===== src/rtl/uart_rx_fsm.sv =====
// uart_rx_fsm: UART receive frame sequencer (start detect, oversample/bit counters,
// checker enables, frame verdict). Optional saturating error counter: UART_RX_ERR_CNT_EN.
module uart_rx_fsm #(
    parameter int IN_DATA_WIDTH = 8
) (
    input  logic       CLK,
    input  logic       RST,
    input  logic       RX_IN,
    input  logic       PAR_EN,
    input  logic [5:0] PRESCALE,
    input  logic       strt_glitch,
    input  logic       par_err,
    input  logic       stp_err,
    output logic [5:0] edge_cnt,
    output logic [3:0] bit_cnt,
    output logic       dat_samp_en,
    output logic       deser_en,
    output logic       strt_chk_en,
    output logic       par_chk_en,
    output logic       stp_chk_en,
    output logic       data_valid,
    output logic       frame_err,
    output logic [7:0] err_cnt
);

    typedef enum logic [2:0] {IDLE, START, DATA, PARITY, STOP} state_t;

    localparam logic [3:0] LAST_BIT = 4'(IN_DATA_WIDTH - 1);

    state_t     state_reg, state_next;
    logic [5:0] edge_reg, edge_next;
    logic [3:0] bit_reg, bit_next;
    logic [5:0] p_reg, p_next;
    logic       pe_reg, pe_next;
    logic       samp_reg, samp_next;
    logic       deser_reg, deser_next;
    logic       strt_reg, strt_next;
    logic       parc_reg, parc_next;
    logic       stpc_reg, stpc_next;
    logic       dv_reg, dv_next;
    logic       fe_reg, fe_next;
    logic       last_edge;
    logic [5:0] cp;
    logic       at_cp;

    assign last_edge = (edge_reg == p_reg - 6'd1);

    always_ff @(posedge CLK or posedge RST) begin
        if (RST) begin
            state_reg <= IDLE;
            edge_reg  <= '0;
            bit_reg   <= '0;
            p_reg     <= '0;
            pe_reg    <= 1'b0;
            samp_reg  <= 1'b0;
            deser_reg <= 1'b0;
            strt_reg  <= 1'b0;
            parc_reg  <= 1'b0;
            stpc_reg  <= 1'b0;
            dv_reg    <= 1'b0;
            fe_reg    <= 1'b0;
        end else begin
            state_reg <= state_next;
            edge_reg  <= edge_next;
            bit_reg   <= bit_next;
            p_reg     <= p_next;
            pe_reg    <= pe_next;
            samp_reg  <= samp_next;
            deser_reg <= deser_next;
            strt_reg  <= strt_next;
            parc_reg  <= parc_next;
            stpc_reg  <= stpc_next;
            dv_reg    <= dv_next;
            fe_reg    <= fe_next;
        end
    end

    always_comb begin
        state_next = state_reg;
        edge_next  = '0;
        bit_next   = bit_reg;
        p_next     = p_reg;
        pe_next    = pe_reg;
        dv_next    = 1'b0;
        fe_next    = 1'b0;
        cp         = '0;
        at_cp      = 1'b0;
        samp_next  = 1'b0;
        deser_next = 1'b0;
        strt_next  = 1'b0;
        parc_next  = 1'b0;
        stpc_next  = 1'b0;

        if (state_reg != IDLE)
            edge_next = last_edge ? 6'd0 : edge_reg + 6'd1;

        case (state_reg)
            IDLE: begin
                if (!RX_IN) begin
                    state_next = START;
                    p_next     = PRESCALE;
                    pe_next    = 1'b0;
                end
            end
            START: begin
                if (last_edge) begin
                    if (strt_glitch) begin
                        state_next = IDLE;
                    end else begin
                        state_next = DATA;
                        bit_next   = '0;
                    end
                end
            end
            DATA: begin
                // bit index stays on the last bit once the data field is done
                if (last_edge) begin
                    if (bit_reg == LAST_BIT)
                        state_next = PAR_EN ? PARITY : STOP;
                    else
                        bit_next = bit_reg + 4'd1;
                end
            end
            PARITY: begin
                if (last_edge) begin
                    pe_next    = par_err;
                    state_next = STOP;
                end
            end
            STOP: begin
                if (last_edge) begin
                    state_next = IDLE;
                    if (!stp_err && !pe_reg)
                        dv_next = 1'b1;
                    else
                        fe_next = 1'b1;
                end
            end
            default: state_next = IDLE;
        endcase

        // enables are registered, so decode them from the upcoming state and edge
        cp         = {1'b0, p_next[5:1]} + 6'd2;
        at_cp      = (edge_next == cp);
        samp_next  = (state_next != IDLE);
        strt_next  = (state_next == START)  && at_cp;
        deser_next = (state_next == DATA)   && at_cp;
        parc_next  = (state_next == PARITY) && at_cp;
        stpc_next  = (state_next == STOP)   && at_cp;
    end

    assign edge_cnt    = edge_reg;
    assign bit_cnt     = bit_reg;
    assign dat_samp_en = samp_reg;
    assign deser_en    = deser_reg;
    assign strt_chk_en = strt_reg;
    assign par_chk_en  = parc_reg;
    assign stp_chk_en  = stpc_reg;
    assign data_valid  = dv_reg;
    assign frame_err   = fe_reg;

`ifdef UART_RX_ERR_CNT_EN
    logic [7:0] err_reg;

    always_ff @(posedge CLK or posedge RST) begin
        if (RST)
            err_reg <= '0;
        else if (fe_next && err_reg != 8'hFF)
            err_reg <= err_reg + 8'd1;
    end

    assign err_cnt = err_reg;
`else
    assign err_cnt = 8'd0;
`endif

endmodule


===== config.mk =====
export PLATFORM = sky130hd
export DESIGN_NAME = uart_rx_fsm
export DESIGN_NICKNAME = d
export VERILOG_FILES = /design/src/rtl/uart_rx_fsm.sv
export SDC_FILE = /design/constraint.sdc
export NUM_CORES = 1
export LEC_CHECK = 0
export CAP_MARGIN = 30
export CORE_ASPECT_RATIO = 0.75
export CORE_MARGIN = 3
export CORE_UTILIZATION = 56
export CTS_CLUSTER_DIAMETER = 40
export DETAILED_ROUTE_END_ITERATION = 8
export DONT_BUFFER_PORTS = 1
export GPL_TIMING_DRIVEN = 0
export PLACE_DENSITY_LB_ADDON = 0.2
export SLEW_MARGIN = 20
export SYNTH_ARGS = -nofsm -noshare
export SYNTH_HDL_FRONTEND = slang
export SYNTH_SLANG_ARGS = --single-unit

===== constraint.sdc =====
create_clock -name CLK -period 4.3 [get_ports CLK]
set_clock_uncertainty 0.2 [all_clocks]
set_input_delay 0.86 -clock CLK [delete_from_list [all_inputs] [get_ports CLK]]
set_output_delay 0.86 -clock CLK [all_outputs]
set_load 0.02 [all_outputs]

==> results by group, run 1 <==
Drt
  • DRT Wirelength: 3686 µm
  • DRT antenna net count: 0
  • Via count: 1381
  • Routed WL per cell: 15.69 µm
  • First-pass detailed-route iteration total: 4
  • Drc violations: 0
  • Number of DRC markers in iteration 0: 106
  • Via-to-Cell Ratio: 5.877

Global route
  • Total GRT Usage: 0.2041
  • Pin count of the biggest net entering global routing: 17
  • First-pass GRT wire length: 6072 µm
  • Vias in the first global route: 1315
  • Initial antenna violation count: 0
  • Grt ovf: 0

Synth
  • Asr flop ratio synth: 1.000
  • Top-area cell type share of the netlist area: 0.3830
  • Register area share after synthesis: 0.3830
  • Gate Count Post-Synth: 187
  • Yosys warnings: 0
  • Synthesized area per cell: 9.434 µm²
  • Leading area contributor after synthesis: dfrtp_1
  • Top_reg_cell synth: dfrtp_1
  • EDFF count, synth: 0
  • Yosys reg bits: 27
  • Distinct cell type count after synthesis: 53
  • Mapped Area: 1764 µm²
  • Synth area leaders: dfrtp_1 38%, nor2_1 4.7%, xor2_1 4.5%, buf_4 3.4%, ha_1 2.8%

Clocking
  • Clock-pin slew on the worst setup and hold paths: 0.09 ns
  • # hold bufs at CTS: 0
  • Clock Sinks: 27
  • CTS tree: yes
  • CTS max path bufs: 2
  • Post-CTS Resized: 0
  • Post-CTS Setup Bufs: 0
  • Clk_lat worst skew: 0.27 ns
  • CTS Buf Count: 3
  • Clk root buf: clkbuf_8
  • H-tree level count: 1

Floorplan
  • Ports: 38
  • Initial core utilization: 0.6295
  • FP Rows: 16
  • Die Footprint: 3867 µm²
  • Die Y: 54.61 µm
  • DIE WIDTH: 70.81 µm
  • Core area: 2803 µm²

Layout
  • Register area: 675.6 µm²
  • Commonest non-fill, non-tap cell in the layout: dfrtp_1
  • Inserted Diodes: 0
  • Area taken by multi-input logic gates: 972.2 µm²
  • Ratio of cells with drive above 1 in the final layout: 0.1608
  • Core Util, Final: 0.6813
  • Filler instances: 226
  • Area grow syn2layout: 8.227%
  • Commonest cells after routing, fill and taps aside: 27 x dfrtp_1, 22 x nor2_1, 10 x nand2_1
  • Nets: 217

STA
  • Min Tclk post-route: 3.499 ns
  • RSZ-0062 raised after global routing: false
  • Headroom to the max-slew limit: 0.6393
  • Max Fclk: 0.2858 GHz
  • Final Hold Fails: 0
  • Final WS setup: 0.8013 ns
  • Final Max Tran Viols: 0
  • Ratio of final minimum period to clock period: 0.8136
  • Measured slew at the worst slew-check pin: 0.5405 ns
  • # setup viols final: 0
  • Total negative slack: 0 ns

Power
  • PwrDens: 723.0 nW/µm²
  • Gate power share: 0.534
  • Clock power frac: 0.104
  • Sw power: 655.0 µW
  • P_leak: 0.0008442 µW
  • Sequential power share: 0.361
  • Maximum VDD drop: 0.0003978 V
  • Internal power: 725.5 µW
  • Switching Fraction: 0.4745
  • Overall power: 1381 µW

Worst setup path
  • Worst Path Required: 4.29 ns
  • Worst R2R Path Depth: 12
  • Critical path startpoint category: input pin
  • WP data arrival: 3.49 ns
  • CP max FO: 10
  • Register-to-register setup slack: 0.81 ns
  • Setup crit end kind: flop
  • Worst setup path end: strt_chk_en
  • Worst r2r src: state_reg[0]
  • Worst R2R End: strt_chk_en
  • Crit. Startpoint: RX_IN
  • Critical path class: input pin to flop

Run
  • Max_cap viols: 0

Placed design
  • PortBufs: 0
  • RD Place Congestion: 0.8990
  • Post-DP HPWL: 2897 µm
  • Place WS: 0.4664 ns

Hold path
  • Hold WC Path Type: flop to flop
  • Worst hold path cell count: 1

Status
  • Status: finished, final reports clean
## worst min-delay path by stage
| stage | from | end | slack (ns) |
|---|---|---|---|
| 2_1_floorplan | pe_reg | data_valid | 0.23 |
| 4_1_cts | pe_reg | data_valid | 0.28 |
| 5_1_grt | pe_reg | data_valid | 0.28 |
| 3_5_place_dp | pe_reg | data_valid | 0.26 |
| 6_report | pe_reg | data_valid | 0.28 |
| 3_3_place_gp | pe_reg | data_valid | 0.24 |
## final cells by class
| class | instances | share of cell area |
|---|---|---|
| Clock buffer | 3 | 0.02163 |
| Clock inverter | 1 | 0.002621 |
| Multi-Input combinational cell | 144 | 0.5092 |
| Buffer | 14 | 0.05701 |
| Inverter | 9 | 0.01769 |
| Tap cell | 36 | 0.02359 |
| Timing Repair Buffer | 1 | 0.01442 |
| Sequential cell | 27 | 0.3539 |
## metal layers
metal | part of all wire | GRT usage | up-vias | wire length (µm)
met5 | 0 | 0 | - | 0
met4 | 0.0092 | 0.03438 | 0 | 34
met3 | 0.094 | 0.06239 | 6 | 346
met1 | 0.45 | 0.2784 | 649 | 1671
li1 | - | - | 662 | -
met2 | 0.44 | 0.3292 | 64 | 1635
## power by group through the flow
stage	Clock (µW)	Combinational (µW)	Sequential, µW
after floorplan	0	601	471
after global placement	0	686	495
after CTS	150	728	498
after global routing	157	812	515
after detailed placement	0	721	503
final	144	737	499
## kinds of logic (layout without fill, tap and decap cells)
logic type | Yosys count | count (layout) | synth area share
simple gates | 74 | 74 | 0.2319
compound gates | 34 | 34 | 0.1390
flops | 27 | 27 | 0.3830
buf+inv | 23 | 28 | 0.08085
xor+xnor | 15 | 15 | 0.07873
mux | 9 | 9 | 0.05603
fa+ha+maj | 4 | 4 | 0.02837
other cells | 1 | 8 | 0.002126
## worst max-delay path: stages
cell and delay [ns]:
nor4_2 0.32, buf_6 0.21, mux2i_1 0.14, inv_1 0.12, ha_1 0.28, nand3_1 0.12
mux2i_1 0.33, or4bb_1 0.53, a31oi_2 0.21, o221ai_2 0.17, nor3b_1 0.20
## Yosys cell counts, types with 2 or more instances
cell / n
o21ai_0: 9
and3_1: 2
nor2_1: 22
nand3b_1: 5
mux2_2: 3
a31oi_1: 2
nor3b_1: 5
inv_1: 9
buf_2: 3
mux2i_1: 5
xor2_1: 9
xnor2_1: 5
dfrtp_1: 27
buf_4: 8
o21a_1: 3
nand2_1: 10
nor2b_1: 3
nand3_1: 8
a21oi_1: 5
ha_1: 4
buf_6: 3
nor3_1: 5
nand2b_1: 2
## per-stage QoR
step	hold WS, ns	cells	cell area, µm²
floorplan	0.2327	194	1790
global placement	0.2439	230	1836
detailed placement	0.2642	231	1863
CTS	0.2759	235	1909
global route	0.2822	235	1909
finish	0.2778	235	1909
Note: power is estimated with default switching activity, not from simulation.
==> run 2, diff against run 1 <==
Clock period 4.3 ns to 2.8 ns, I/O delays scaled along.
==> results by group, run 2 (synthesized netlist as in run 1, its figures left out) <==
Worst setup path
  • Critical path class: flop to flop
  • Register-to-register setup slack: -0.12 ns (-0.93 ns)
  • Worst Path Required: 2.80 ns (-1.49 ns)
  • Worst R2R End: par_chk_en
  • Worst setup path end: par_chk_en
  • WP data arrival: 2.92 ns (-0.57 ns)
  • Worst R2R Path Depth: 10 (-2)
  • CP max FO: 4 (-6)
  • Worst r2r src: state_reg[1]
  • Critical path startpoint category: flop
  • Setup crit end kind: flop
  • Crit. Startpoint: state_reg[1]

Power
  • Sw power: 1159 µW (+77%)
  • Sequential power share: 0.318 (-0.043)
  • Internal power: 1266 µW (+74%)
  • PwrDens: 1133 nW/µm² (+57%)
  • Maximum VDD drop: 0.0006947 V (+75%)
  • Clock power frac: 0.095 (-0.009)
  • Gate power share: 0.587 (+0.053)
  • P_leak: 0.0009275 µW (+9.9%)
  • Switching Fraction: 0.4779 (+0.003450)

STA
  • Measured slew at the worst slew-check pin: 0.5111 ns (-0.02946 ns)
  • Final Max Tran Viols: 0 (unchanged)
  • Headroom to the max-slew limit: 0.6589 (+0.01966)
  • Hold Slack: 0.1420 ns (-0.1359 ns)
  • Max Fclk: 0.3428 GHz
  • RSZ-0062 raised after global routing: true
  • Ratio of final minimum period to clock period: 1.042
  • Final Hold Fails: 0 (unchanged)
  • Min Tclk post-route: 2.917 ns
  • # setup viols final: 5 (+5)
  • Final WS setup: -0.1174 ns (-0.9187 ns)
  • Total negative slack: -0.3246 ns (-0.3246 ns)

Clocking
  • Clock Sinks: 27 (unchanged)
  • Clk root buf: clkbuf_8
  • CTS Buf Count: 3 (unchanged)
  • CTS max path bufs: 2 (unchanged)
  • Clock-pin slew on the worst setup and hold paths: 0.10 ns (about the same)
  • CTS tree: yes
  • H-tree level count: 1 (unchanged)
  • Clk_lat worst skew: 0.28 ns (about the same)

Layout
  • Ratio of cells with drive above 1 in the final layout: 0.2796 (+0.1188)
  • Inserted Diodes: 0 (unchanged)
  • Area grow syn2layout: 21.35%
  • Commonest non-fill, non-tap cell in the layout: dfrtp_1
  • Nets: 229 (+5.5%)
  • Filler instances: 181 (-20%)
  • Commonest cells after routing, fill and taps aside: 26 x dfrtp_1, 22 x nor2_1, 20 x buf_4, 9 x xor2_1, 9 x nand2_1
  • Core Util, Final: 0.7638 (+0.08259)
  • Filler-free cell count of the finished design: 247 (+5.1%)

Drt
  • DRT Wirelength: 4288 µm (+16%)
  • Via count: 1472 (+6.6%)
  • Via-to-Cell Ratio: 5.960 (+1.4%)
  • DRT antenna net count: 0 (unchanged)
  • First-pass detailed-route iteration total: 4 (unchanged)
  • Routed WL per cell: 17.36 µm (+11%)
  • Drc violations: 0 (unchanged)
  • Number of DRC markers in iteration 0: 76 (-28%)

Floorplan
  • Initial core utilization: 0.6295 (unchanged)
  • Die Footprint: 3867 µm² (unchanged)
  • DIE WIDTH: 70.81 µm (unchanged)
  • Core area: 2803 µm² (unchanged)
  • FP Rows: 16 (unchanged)
  • Ports: 38 (unchanged)
  • Die Y: 54.61 µm (unchanged)

Run
  • Max_cap viols: 0 (unchanged)

Hold path
  • Hold WC Path Type: input pin to flop

Global route
  • Initial antenna violation count: 0 (unchanged)
  • Pin count of the biggest net entering global routing: 19 (+2)
  • Vias in the first global route: 1421 (+8.1%)
  • First-pass GRT wire length: 6748 µm (+11%)
  • Grt ovf: 0 (unchanged)
  • Total GRT Usage: 0.2314 (+0.02733)

Status
  • Failing checks: setup timing
  • Status: finished with violations

Placed design
  • PortBufs: 0 (unchanged)
  • Post-DP HPWL: 3005 µm (+3.7%)
  • RD Place Congestion: 0.8970 (-0.22%)
  • Placed cell count: 231 (unchanged)
run 2: cell count changes in the layout (fill, tap and decap cells not counted), moves of 3 or more:
cell     change
nor3b_2      +3
mux2i_1      -3
buf_4       +12
nor3b_1      -3
run 2: power by group through the flow:
stage                     clock network, µW  registers [µW]  logic, µW
final                                   230             772       1420
after global routing                    251             790       1550
after CTS                               233             758       1290
after detailed placement                  0             771       1180
after global placement                    0             763       1100
after floorplan                           0             727        965
run 2: critical path: stages, from the launching register on:
cell and delay (ns):
dfrtp_2 0.44, nor4_4 0.32, buf_6 0.17, mux2_4 0.19, ha_4 0.18, nand3_4 0.09
mux2i_4 0.21, or4bb_4 0.50, a31oi_4 0.19, o221ai_4 0.15, nor3b_2 0.20
run 2: layout make-up:
class / instances / area [µm²] / share of cell area
Timing Repair Buffer: 14 / 127.6 / 0.05961
Multi-Input combinational cell: 144 / 1111 / 0.5190
Tap cell: 36 / 45.04 / 0.02104
Clock inverter: 1 / 7.507 / 0.003507
Sequential cell: 27 / 676.9 / 0.3162
Clock buffer: 3 / 41.29 / 0.01929
Inverter: 9 / 33.78 / 0.01578
Buffer: 13 / 97.59 / 0.04559
run 2: how the worst min path moves through the flow:
stage / to / depth (start not counted) / start / slack (ns)
2_1_floorplan: data_valid / 1 / pe_reg / 0.23
3_3_place_gp: data_valid / 1 / pe_reg / 0.25
3_5_place_dp: data_valid / 1 / pe_reg / 0.25
4_1_cts: data_valid / 1 / stp_err / 0.14
5_1_grt: data_valid / 1 / stp_err / 0.14
6_report: data_valid / 1 / stp_err / 0.14
run 2: through the flow:
stage               setup slack [ns]  total power (µW)  area (µm²)
floorplan                   -0.04004              1692        1819
global placement             -0.3277              1862        1864
detailed placement           -0.4328              1947        1892
CTS                          -0.1089              2277        2057
global route                 -0.2557              2592        2141
finish                       -0.1174              2425        2141
run 2: metal layers:
metal	track usage	wire [µm]	vias to the layer above
li1	-	-	681
met1	0.3073	1883	713
met2	0.3723	1934	65
met3	0.07156	403	13
met4	0.06250	66	0
met5	0	0	-
run 2: timing repair:
action                                  in CTS  in global routing
endpoints found under the hold margin        9                  0
hold buffers                                 1                  0
endpoints found under the setup margin       5                  9
pin swaps                                    7                 10
buffers inserted                             8                  4
resized for setup                            9                 12
==> run 3, diff against run 2 <==
Settings changed: CORE_UTILIZATION 56 to 46, DONT_BUFFER_PORTS 1 to default.
==> results by group, run 3 (synthesized netlist as in run 1, its figures left out) <==
Worst setup path
  • Critical path startpoint category: flop
  • Worst r2r src: state_reg[1]
  • CP peak stage delay: 0.47 ns (-0.03 ns)
  • Worst R2R Path Depth: 12 (+2)
  • Critical path class: flop to flop
  • Worst R2R End: par_chk_en
  • CP cell instances: nor4_4, buf_6, mux2i_4, inv_2, ha_4, nand3_2, mux2i_4, nand2_1, or3_4, a31oi_4, o221ai_4, nor3b_2
  • Register-to-register setup slack: -0.12 ns (about the same)
  • Setup crit end kind: flop
  • Worst Path Required: 2.80 ns (about the same)
  • WP data arrival: 2.92 ns (about the same)
  • CP max FO: 6 (+2)
  • CP most frequent cell: mux2i_4
  • CP max stage cell: dfrtp_2

Drt
  • Via-to-Cell Ratio: 5.286 (-11%)
  • DRT antenna net count: 0 (unchanged)
  • Via count: 1554 (+5.6%)
  • First-pass detailed-route iteration total: 4 (unchanged)
  • Routed WL per cell: 15.27 µm (-12%)
  • Drc violations: 0 (unchanged)
  • DRT Wirelength: 4490 µm (+4.7%)
  • Number of DRC markers in iteration 0: 85 (+12%)

Global route
  • Vias in the first global route: 1462 (+2.9%)
  • Total GRT Usage: 0.1947 (-0.03673)
  • Initial antenna violation count: 0 (unchanged)
  • Pin count of the biggest net entering global routing: 17 (-2)
  • First-pass GRT wire length: 6948 µm (+3.0%)
  • Grt ovf: 0 (unchanged)

STA
  • Final WS setup: -0.1209 ns (-0.003552 ns)
  • RSZ-0062 raised after global routing: true
  • Ratio of final minimum period to clock period: 1.043 (+0.001269)
  • # setup viols final: 4 (-1)
  • Max Fclk: 0.3424 GHz (-0.12%)
  • Final Max Tran Viols: 0 (unchanged)
  • Min Tclk post-route: 2.921 ns (+0.003552 ns)
  • Headroom to the max-slew limit: 0.6226 (-0.03633)
  • Final Hold Fails: 0 (unchanged)
  • Total negative slack: -0.3558 ns (-0.03124 ns)
  • Measured slew at the worst slew-check pin: 0.5655 ns (+0.05443 ns)

Clocking
  • Clock-pin slew on the worst setup and hold paths: 0.10 ns (about the same)
  • CTS Buf Count: 3 (unchanged)
  • Clk root buf: clkbuf_8
  • CTS tree: yes
  • # hold bufs at CTS: 0 (-1)
  • H-tree level count: 1 (unchanged)
  • CTS max path bufs: 2 (unchanged)
  • Clock Sinks: 27 (unchanged)
  • Clk_lat worst skew: 0.28 ns (about the same)

Status
  • Status: finished with violations
  • Failing checks: setup timing

Floorplan
  • Die Y: 59.63 µm (+9.2%)
  • Core area: 3468 µm² (+24%)
  • Initial core utilization: 0.5087 (-0.1208)
  • Ports: 38 (unchanged)
  • DIE WIDTH: 77.51 µm (+9.5%)
  • Die Footprint: 4622 µm² (+20%)
  • FP Rows: 18 (+2)

Power
  • Sequential power share: 0.266 (-0.052)
  • Internal power: 1414 µW (+12%)
  • Sw power: 1155 µW (-0.38%)
  • P_leak: 0.001060 µW (+14%)
  • Maximum VDD drop: 0.0006333 V (-8.8%)
  • Overall power: 2569 µW (+5.9%)
  • PwrDens: 1042 nW/µm² (-8.0%)
  • Gate power share: 0.645 (+0.058)
  • Clock power frac: 0.089 (-0.006)
  • Switching Fraction: 0.4494 (-0.02848)

Hold path
  • Worst hold endpoint: data_valid
  • Hold WC Path Type: flop to flop
  • Worst hold path cell count: 1 (unchanged)
  • Min-delay src: pe_reg

Layout
  • Nets: 262 (+14%)
  • Inserted Diodes: 0 (unchanged)
  • Area grow syn2layout: 39.72%
  • Commonest cells after routing, fill and taps aside: 28 x clkdlybuf4s50_1, 26 x dfrtp_1, 24 x buf_4, 22 x nor2_1
  • Ratio of cells with drive above 1 in the final layout: 0.2582 (-0.02142)
  • Commonest non-fill, non-tap cell in the layout: clkdlybuf4s50_1

Placed design
  • PortBufs: 29 (+29)
  • Post-DP HPWL: 3142 µm (+4.6%)
  • RD Place Congestion: 0.9109 (+1.5%)

Run
  • Max_cap viols: 0 (unchanged)
## run 3: layer usage
layer,global-route usage,wire length (µm),part of all wire
met3,0.04863,299,0.067
met2,0.2940,1989,0.44
met4,0.04061,34,0.0076
met1,0.2842,2166,0.48
met5,0,0,0
## run 3: stage by stage
stage               std cells  instance area, µm²  hold WS (ns)  setup slack [ns]  utilization
finish                    294                2465        0.3045           -0.1209       0.7107
global placement          273                2172        0.2466           -0.8105       0.6263
CTS                       286                2345        0.2898           -0.1028       0.6760
floorplan                 194                1819        0.2327          -0.04004            -
global route              294                2465        0.3174           -0.2384       0.7107
detailed placement        274                2200        0.2762           -0.8953       0.6342
## run 3: worst max path at each step
stage,from,to,slack [ns],depth (start not counted)
floorplan,RX_IN,par_chk_en,-0.04,10
global placement,RX_IN,par_chk_en,-0.81,12
detailed placement,RX_IN,par_chk_en,-0.90,13
CTS,state_reg[0],par_chk_en,-0.10,12
global route,state_reg[1],par_chk_en,-0.24,12
finish,state_reg[1],par_chk_en,-0.12,12
## run 3: what timing repair did
item | 4_1_cts | 5_1_grt
endpoints found under the setup margin | 4 | 9
buffers inserted | 8 | 8
pin swaps | 6 | 11
gates resized for setup | 9 | 12
## run 3: area by class of cell
cell class | count | area [µm²]
Buffer | 14 | 108.9
Clock buffer | 4 | 45.04
Fill cell | 284 | 1003
Inverter | 9 | 33.78
Multi-Input combinational cell | 144 | 1105
Sequential cell | 27 | 676.9
Tap cell | 50 | 62.56
Timing Repair Buffer | 46 | 432.9
## run 3: worst max-delay path: cells and delay by family, from the launching register on
family | cells | cell delay [ns]
adder cells (fa/ha/maj) | 1 | 0.17
flip-flops | 1 | 0.47
multiplexers | 2 | 0.29
buffers and inverters | 2 | 0.28
AND/OR/NAND/NOR | 5 | 1.07
AO/OA/AOI/OAI | 2 | 0.36
## run 3: power groups by stage
stage | logic, µW | clock network, µW | registers [µW]
final | 1660 | 228 | 684
after detailed placement | 1390 | 0 | 683
after CTS | 1490 | 232 | 679
after global placement | 1350 | 0 | 671
after floorplan | 965 | 0 | 727
after global routing | 1790 | 247 | 704
